<file path="src/rtl/ysyx_22050854_cache_pkg.sv">
`default_nettype none
// ============================================================================
// ysyx_22050854_cache_pkg : shared types/constants for the cache read arbiter
// Revision: 1.0
// ============================================================================
package ysyx_22050854_cache_pkg;

  typedef enum logic [1:0] {
    ST_IDLE  = 2'd0,
    ST_ISSUE = 2'd1,
    ST_WAIT  = 2'd2
  } arb_state_e;

  typedef logic [2:0] rd_type_t;

  localparam rd_type_t RD_BYTE  = 3'b000;
  localparam rd_type_t RD_HALF  = 3'b001;
  localparam rd_type_t RD_WORD  = 3'b010;
  localparam rd_type_t RD_DWORD = 3'b011;
  localparam rd_type_t RD_LINE  = 3'b100;

  localparam logic PORT_I = 1'b0;
  localparam logic PORT_D = 1'b1;

  localparam int LINE_BEATS = 2;

  function automatic logic [1:0] expected_beats(input rd_type_t t);
    return (t == RD_LINE) ? 2'(LINE_BEATS) : 2'd1;
  endfunction

endpackage
`default_nettype wire

</file>
<file path="src/rtl/ysyx_22050854_rd_req_slot.sv">
`default_nettype none
// ============================================================================
// ysyx_22050854_rd_req_slot : one-entry buffer holding a cache read request
// Revision: 1.0
// ============================================================================
module ysyx_22050854_rd_req_slot
  import ysyx_22050854_cache_pkg::*;
#(
  parameter int ADDR_W = 32
) (
  input  logic              clk,
  input  logic              rst,
  input  logic              req,
  input  rd_type_t          req_type,
  input  logic [ADDR_W-1:0] req_addr,
  input  logic              clr,
  output logic              pend,
  output rd_type_t          slot_type,
  output logic [ADDR_W-1:0] slot_addr,
  output logic              rdy,
  output logic              req_err
);

  logic              pend_q, pend_d;
  rd_type_t          type_q, type_d;
  logic [ADDR_W-1:0] addr_q, addr_d;

  assign rdy     = rst & ~pend_q;
  assign req_err = req & ~rdy;

  // Load and clear never coincide: clear targets a pending slot, load an empty one.
  always_comb begin
    pend_d = pend_q;
    type_d = type_q;
    addr_d = addr_q;
    if (req && rdy) begin
      pend_d = 1'b1;
      type_d = req_type;
      addr_d = req_addr;
    end else if (clr) begin
      pend_d = 1'b0;
    end
  end

  always_ff @(posedge clk) begin
    if (!rst) begin
      pend_q <= 1'b0;
      type_q <= RD_BYTE;
      addr_q <= '0;
    end else begin
      pend_q <= pend_d;
      type_q <= type_d;
      addr_q <= addr_d;
    end
  end

  assign pend      = pend_q;
  assign slot_type = type_q;
  assign slot_addr = addr_q;

endmodule
`default_nettype wire

</file>
<file path="src/rtl/ysyx_22050854_cache_rd_arbiter.sv">
`default_nettype none
// ============================================================================
// ysyx_22050854_cache_rd_arbiter : round-robin share of one AXI read channel
// between I-cache (port 0) and D-cache (port 1).  Revision: 1.0
// ============================================================================
module ysyx_22050854_cache_rd_arbiter
  import ysyx_22050854_cache_pkg::*;
#(
  parameter int ADDR_W = 32,
  parameter int DATA_W = 64
) (
  input  logic              clk,
  input  logic              rst,
  input  logic              i_rd_req,
  input  logic [2:0]        i_rd_type,
  input  logic [ADDR_W-1:0] i_rd_addr,
  output logic              i_rd_rdy,
  output logic              i_ret_valid,
  output logic              i_ret_last,
  output logic [DATA_W-1:0] i_ret_data,
  input  logic              d_rd_req,
  input  logic [2:0]        d_rd_type,
  input  logic [ADDR_W-1:0] d_rd_addr,
  output logic              d_rd_rdy,
  output logic              d_ret_valid,
  output logic              d_ret_last,
  output logic [DATA_W-1:0] d_ret_data,
  output logic              m_rd_req,
  output logic [2:0]        m_rd_type,
  output logic [ADDR_W-1:0] m_rd_addr,
  input  logic              m_rd_rdy,
  input  logic              m_ret_valid,
  input  logic              m_ret_last,
  input  logic [DATA_W-1:0] m_ret_data,
  output logic              err
);

  logic              pend_i, pend_d_port, req_err_i, req_err_d, clr_i, clr_d;
  rd_type_t          type_i, type_d_port, g_type;
  logic [ADDR_W-1:0] addr_i, addr_d_port, g_addr;

  ysyx_22050854_rd_req_slot #(.ADDR_W(ADDR_W)) u_slot_i (
    .clk(clk), .rst(rst), .req(i_rd_req), .req_type(i_rd_type), .req_addr(i_rd_addr),
    .clr(clr_i), .pend(pend_i), .slot_type(type_i), .slot_addr(addr_i),
    .rdy(i_rd_rdy), .req_err(req_err_i)
  );

  ysyx_22050854_rd_req_slot #(.ADDR_W(ADDR_W)) u_slot_d (
    .clk(clk), .rst(rst), .req(d_rd_req), .req_type(d_rd_type), .req_addr(d_rd_addr),
    .clr(clr_d), .pend(pend_d_port), .slot_type(type_d_port), .slot_addr(addr_d_port),
    .rdy(d_rd_rdy), .req_err(req_err_d)
  );

  arb_state_e state_q, state_d;
  logic       grant_q, grant_d, last_q, last_d, err_q, err_d;
  logic [1:0] beat_q, beat_d, beat_n;

  assign g_type = (grant_q == PORT_D) ? type_d_port : type_i;
  assign g_addr = (grant_q == PORT_D) ? addr_d_port : addr_i;

  always_comb begin
    state_d = state_q;
    grant_d = grant_q;
    last_d  = last_q;
    beat_d  = beat_q;
    err_d   = err_q | req_err_i | req_err_d;
    clr_i   = 1'b0;
    clr_d   = 1'b0;
    beat_n  = (beat_q == 2'd3) ? 2'd3 : beat_q + 2'd1;
    case (state_q)
      ST_IDLE: begin
        if (m_ret_valid) err_d = 1'b1;
        if (pend_i || pend_d_port) begin
          state_d = ST_ISSUE;
          beat_d  = 2'd0;
          if (pend_i && pend_d_port) grant_d = ~last_q;
          else                       grant_d = pend_d_port ? PORT_D : PORT_I;
        end
      end
      ST_ISSUE: begin
        if (m_ret_valid) err_d = 1'b1;
        if (m_rd_rdy) state_d = ST_WAIT;
      end
      ST_WAIT: begin
        if (m_ret_valid) begin
          beat_d = beat_n;
          if (m_ret_last) begin
            // A short or long burst is flagged but still retires the request.
            if (beat_n != expected_beats(g_type)) err_d = 1'b1;
            clr_i   = (grant_q == PORT_I);
            clr_d   = (grant_q == PORT_D);
            last_d  = grant_q;
            state_d = ST_IDLE;
          end
        end
      end
      default: state_d = ST_IDLE;
    endcase
  end

  always_ff @(posedge clk) begin
    if (!rst) begin
      state_q <= ST_IDLE;
      grant_q <= PORT_I;
      last_q  <= PORT_D;
      beat_q  <= 2'd0;
      err_q   <= 1'b0;
    end else begin
      state_q <= state_d;
      grant_q <= grant_d;
      last_q  <= last_d;
      beat_q  <= beat_d;
      err_q   <= err_d;
    end
  end

  logic issue_act, wait_i, wait_d;
  assign issue_act = rst & (state_q == ST_ISSUE);
  assign wait_i    = rst & (state_q == ST_WAIT) & (grant_q == PORT_I);
  assign wait_d    = rst & (state_q == ST_WAIT) & (grant_q == PORT_D);

  assign m_rd_req  = issue_act;
  assign m_rd_type = issue_act ? g_type : RD_BYTE;
  assign m_rd_addr = issue_act ? g_addr : '0;

  assign i_ret_valid = wait_i & m_ret_valid;
  assign i_ret_last  = wait_i & m_ret_last;
  assign i_ret_data  = wait_i ? m_ret_data : '0;
  assign d_ret_valid = wait_d & m_ret_valid;
  assign d_ret_last  = wait_d & m_ret_last;
  assign d_ret_data  = wait_d ? m_ret_data : '0;

  assign err = err_q;

endmodule
`default_nettype wire

</file>
<file path="config.mk">
export PLATFORM = sky130hd
export DESIGN_NAME = ysyx_22050854_cache_rd_arbiter
export DESIGN_NICKNAME = d
export VERILOG_FILES = /design/src/rtl/ysyx_22050854_cache_pkg.sv /design/src/rtl/ysyx_22050854_rd_req_slot.sv /design/src/rtl/ysyx_22050854_cache_rd_arbiter.sv
export SDC_FILE = /design/constraint.sdc
export NUM_CORES = 1
export LEC_CHECK = 0
export BUFFER_PORTS_ARGS = -buffer_cell sky130_fd_sc_hd__buf_2
export CORE_AREA = 2 2 121 123
export CTS_CLUSTER_DIAMETER = 40
export CTS_CLUSTER_SIZE = 30
export DETAILED_ROUTE_END_ITERATION = 16
export DIE_AREA = 0 0 123 125
export PLACE_DENSITY = 0.68
export SLEW_MARGIN = 25
export SYNTH_ARGS = -nofsm -noshare
export SYNTH_HDL_FRONTEND = slang
export SYNTH_SLANG_ARGS = --single-unit
</file>
<file path="constraint.sdc">
create_clock -name clk -period 4.11 [get_ports clk]
set_input_delay 0.822 -clock clk [delete_from_list [all_inputs] [get_ports clk]]
set_output_delay 0.822 -clock clk [all_outputs]
set_load 0.01 [all_outputs]
</file>
==> results of run 1 <==
==> final timing paths <==
path                                         to  slack, ns  cells after the start
max                                 d_ret_valid       0.82                      4
min          u_slot_d.slot_addr[6]$_SDFFE_PN0P_       0.45                      2
max reg2reg                      err$_SDFF_PN0_       2.34                      4
min reg2reg  u_slot_d.slot_addr[6]$_SDFFE_PN0P_       0.45                      2
==> cell families (layout without fill, tap and decap cells) <==
family | after synthesis | count (layout) | share of synthesized area
simple gates | 413 | 413 | 0.481
flops | 79 | 79 | 0.368
buf+inv | 48 | 338 | 0.0469
mux | 35 | 35 | 0.0816
compound gates | 13 | 13 | 0.0216
==> power groups by stage <==
| stage | clock network (mW) | registers (mW) | logic (mW) |
|---|---|---|---|
| 2_1_floorplan | 0 | 0.864 | 0.177 |
| 6_report | 0.828 | 0.857 | 0.321 |
| 3_5_place_dp | 0 | 0.874 | 0.324 |
| 5_1_grt | 0.880 | 0.865 | 0.356 |
| 4_1_cts | 0.850 | 0.857 | 0.325 |
| 3_3_place_gp | 0 | 0.872 | 0.322 |
==> layout by cell type, fill, tap and decap left out, types with 4 or more instances in the layout <==
cell type / count
buf_2: 311
buf_4: 9
nand3b_1: 4
dfxtp_1: 78
nand3_1: 73
mux2i_1: 35
clkbuf_16: 9
nor2_1: 39
nand2_1: 148
and2_1: 132
a21oi_1: 6
==> metal layers <==
metal	wire (um)	vias up	track usage
met5	11	-	0
met2	8110	187	0.351
li1	-	2444	-
met3	1250	22	0.0383
met1	6760	2146	0.249
met4	306	2	0.0675
==> per-stage QoR <==
step | total power [mW] | hold WS [ns]
after global routing | 2.10 | 0.470
after floorplan | 1.04 | 0.433
after CTS | 2.03 | 0.455
final | 2.01 | 0.451
after detailed placement | 1.20 | 0.444
after global placement | 1.19 | 0.441
==> flip-flops by register name (all words and copies together), names as in the netlist <==
signal,flops
beat_q,2
err,1
grant_q,1
last_q,1
state_q,2
u_slot_d.pend,1
u_slot_d.slot_addr,32
u_slot_d.slot_type,3
u_slot_i.pend,1
u_slot_i.slot_addr,32
u_slot_i.slot_type,3
==> critical path: stages <==
cell     delay (ns)
buf_2          0.40
and4b_2        0.87
and2_1         0.24
buf_2          0.13
==> area by class of cell <==
class / instances / area (um^2)
tap: 184 / 230
fill: 1530 / 7930
clock inverter: 6 / 75.1
sequential: 79 / 1580
clock buffer: 10 / 239
timing repair buffer: 320 / 1620
multi-input combinational: 461 / 2520
inverter: 2 / 7.51
==> results_dict.tcl, run 1 <==
set metrics [dict create \
    area_delta_synth_final_pct 46.2 \
    setup_viol 0 \
    fin_crit_sh 0.801 \
    fmax_mhz 304 \
    place_inst 1046 \
    avgSynthCellArea_um2 7.30 \
    synthCells 588 \
    status "complete, no violations" \
    p_seq_frac 0.427 \
    drive_gt1_frac 0.391 \
    switching_share 0.273 \
    synth_common_cells "148 x nand2_1, 132 x and2_1, 79 x dfxtp_1, 73 x nand3_1, 39 x nor2_1" \
    synth_cell_types 29 \
    drt_pass1_iterations 4 \
    initial_core_util 0.302 \
    hp-class "flip-flop to flip-flop" \
    worstSetupPathType "primary input to output pin" \
    clock_power_share 0.413 \
    hold_buffers 0 \
    dp_hpwl_um 12400 \
    cts_resized 0 \
    wl_per_cell_um 15.5 \
    dp_slack_ns 0.821 \
    clock_sinks 79 \
    rsz0062_at_grt "no" \
    cts_inserted_buffers 9 \
    grt_max_degree 67 \
    tns_ns 0 \
    drc_errors 0 \
    grt_usage 0.203 \
    synth_area_leaders "dfxtp_1 37%, and2_1 19%, nand2_1 13%" \
    synth_ff_type "dfxtp_1" \
    synth-seq-cells 79 \
    cts_htree_levels 3 \
    p_int_mw 1.46 \
    grt_pass1_vias 4398 \
    p_leak_nw 3.56 \
    place_area_um2 5960 \
    yosys_warnings 0 \
    io_pins 312 \
    synth_fp_nets 729 \
    clk_path_buf_depth 2 \
    maxSlewViolCount 0 \
    synthesis.area_um2 4290 \
    cts_setup_buffers 0 \
    fp.coreArea_um2 14200 \
    root_buffer "clkbuf_16" \
    worstMarginPinSlew_ns 0.829 \
    worstSetupStartpoint "rst" \
    finalCoreUtilization 0.442 \
    finalHoldViolCount 0 \
    insertion_delay_ns 0.34 \
    synth-edff-count 0 \
    yosysMostFrequentCell "nand2_1" \
    netlist.top_cell.by_area "dfxtp_1" \
    required_ns 3.29 \
    vias_per_cell 4.52 \
    instances_no_fill 1062 \
    start_kind "primary input" \
    power.switching_uw 548 \
    arrival_ns 2.47 \
    grt_pass1_wl_um 23900 \
    antenna_found_initial 1 \
    ant_nets 0 \
    finalNetCount 1014 \
    slew-limit-headroom 0.447 \
    insertedDiodeCount 0 \
    r2r-start "grant_q$_SDFFE_PN0P_" \
    finalCriticalPeriod_ns 3.29 \
    synth_seq_area_share 0.368 \
    place.gp.congestion 0.896 \
    clkTransAtPathRegs_ns 0.06 \
    setup_ws_ns 0.817 \
    cts_tree "built" \
    gr-total-overflow 0 \
    cellPowerDensity_nw_per_um2 320 \
    rows 44 \
    clock_skew_ns 0.00788 \
    fp.dieH_um 125 \
    ys_async_sr_fraction 0 \
    pwr-share-comb 0.160 \
    drtIter0Drc 206 \
    crit_fanout 66 \
    min_from "u_slot_d.slot_addr[6]$_SDFFE_PN0P_" \
    totalWireLength_um 16400 \
    via_count 4801 \
    die-area_um2 15400 \
    irDropWorstVdd_v 0.000188 \
    synth_top_area_frac 0.368 \
    postLayoutCellArea_um2 6270 \
    end_kind "output pin" \
    dieWidth_um 123 \
    portBuffers 311 \
    maxCapViolCount 0 \
]
Note: power is estimated with default switching activity, not from simulation.
==> inputs of run 2 (changes only) <==
--- a/config.mk
+++ b/config.mk
@@ -11,7 +11,7 @@
 export CTS_CLUSTER_SIZE = 30
 export DETAILED_ROUTE_END_ITERATION = 16
 export DIE_AREA = 0 0 123 125
-export PLACE_DENSITY = 0.68
+export PLACE_DENSITY = 0.71
 export SLEW_MARGIN = 25
 export SYNTH_ARGS = -nofsm -noshare
 export SYNTH_HDL_FRONTEND = slang
==> constraint.sdc (replaced) <==
create_clock -name clk -period 3 [get_ports clk]
set_input_delay 0.6 -clock clk [delete_from_list [all_inputs] [get_ports clk]]
set_output_delay 0.6 -clock clk [all_outputs]
set_load 0.01 [all_outputs]
==> results_dict.tcl, run 2 (same netlist as run 1, synthesis figures left out) <==
set metrics [dict create \
    drtIter0Drc 287 \
    rsz0062_at_grt "no" \
    drt_pass1_iterations 4 \
    start_kind "flip-flop" \
    cts_setup_buffers 0 \
    vias_per_cell 4.64 \
    fin_crit_sh 0.860 \
    cts_inserted_buffers 9 \
    wl_per_cell_um 15.6 \
    arrival_ns 1.98 \
    irDropWorstVdd_v 0.000275 \
    p_leak_nw 3.58 \
    fp.coreArea_um2 14200 \
    place_area_um2 6010 \
    grt_pass1_wl_um 24500 \
    hp-class "primary input to flip-flop" \
    die-area_um2 15400 \
    fp.dieH_um 125 \
    finalNetCount 1016 \
    cts_htree_levels 3 \
    clk_path_buf_depth 2 \
    grt_usage 0.206 \
    whs_ns 0.451 \
    finalCriticalPeriod_ns 2.58 \
    maxSlewViolCount 0 \
    ant_nets 0 \
    grt_pass1_vias 4567 \
    rows 44 \
    via_count 4943 \
    clock_skew_ns 0.0106 \
    drive_gt1_frac 0.391 \
    maxCapViolCount 0 \
    postLayoutCellArea_um2 6340 \
    setup_ws_ns 0.419 \
    status "complete, no violations" \
    cellPowerDensity_nw_per_um2 441 \
    dp_hpwl_um 12700 \
    required_ns 2.40 \
    place.gp.congestion 0.776 \
    insertion_delay_ns 0.33 \
    layout_common_cells "311 x buf_2, 148 x nand2_1, 132 x and2_1" \
    gr-total-overflow 0 \
    final_common_cell "buf_2" \
    portBuffers 311 \
    tns_ns 0 \
    finalHoldViolCount 0 \
    fmax_mhz 387 \
    drc_errors 0 \
    dieWidth_um 123 \
    cts_tree "built" \
    cts_resized 0 \
    initial_core_util 0.302 \
    root_buffer "clkbuf_16" \
    end_kind "output pin" \
    instances_no_fill 1065 \
    clock_sinks 79 \
    grt_max_degree 67 \
    clkTransAtPathRegs_ns 0.06 \
    crit_fanout 66 \
    antenna_found_initial 2 \
    worstSetupPathType "flip-flop to output pin" \
    area_delta_synth_final_pct 47.7 \
    setup_viol 0 \
    hold_buffers 0 \
    dp_slack_ns 0.516 \
    slew-limit-headroom 0.607 \
    totalWireLength_um 16600 \
    io_pins 312 \
    worstMarginPinSlew_ns 0.589 \
    place_inst 1048 \
]
==> run 2: changes by cell type in the layout (fill, tap and decap cells not counted) <==
cell / previous run / this run
bufinv_16: 1 / 2
buf_4: 9 / 8
inv_8: 1 / 0
clkbuf_1: 0 / 1
buf_12: 0 / 3
clkinv_2: 0 / 1
inv_6: 2 / 0
diode_2: 0 / 1
==> run 2: area by class of cell <==
class,count,area (um^2)
Fill cell,1454,7860
Inverter,2,7.51
Timing Repair Buffer,322,1680
Tap cell,184,230
Sequential cell,79,1580
Antenna cell,1,2.50
Clock inverter,5,81.3
Clock buffer,11,243
Multi-Input combinational cell,461,2520
==> run 2: power by group <==
part / switching [mW] / total [mW] / internal (mW) / leakage [nW]
sequential: 0.0542 / 1.18 / 1.13 / 0.651
combinational: 0.243 / 0.440 / 0.197 / 2.78
clock: 0.423 / 1.17 / 0.752 / 0.156
total: 0.720 / 2.80 / 2.08 / 3.58
==> run 2: final timing paths <==
kind	start	to	depth (start not counted)	slack, ns
worst max-delay path	grant_q$_SDFFE_PN0P_	d_ret_data[3]	4	0.42
worst min-delay path	d_rd_addr[2]	u_slot_d.slot_addr[2]$_SDFFE_PN0P_	3	0.45
worst max register to register	grant_q$_SDFFE_PN0P_	err$_SDFF_PN0_	4	1.23
worst min register to register	u_slot_i.slot_addr[26]$_SDFFE_PN0P_	u_slot_i.slot_addr[26]$_SDFFE_PN0P_	2	0.45
==> run 2: per-stage QoR <==
| step | utilization | power [mW] |
|---|---|---|
| 5_1_grt | 0.446 | 2.92 |
| 4_1_cts | 0.446 | 2.82 |
| 3_3_place_gp | 0.423 | 1.64 |
| 2_1_floorplan | - | 1.43 |
| 6_report | 0.446 | 2.80 |
| 3_5_place_dp | 0.423 | 1.65 |
==> run 2: critical path: stages, from the launching register on <==
cell	delay, ns
dfxtp_2	0.59
and4b_2	0.29
buf_4	0.39
and2_1	0.19
buf_2	0.18
==> run 2: per-layer routing <==
layer | track usage | part of all wire | wire length (um)
met1 | 0.231 | 0.39 | 6510
met2 | 0.376 | 0.51 | 8510
met3 | 0.0493 | 0.079 | 1310
met4 | 0.0689 | 0.018 | 291
met5 | 0 | 0 | 0
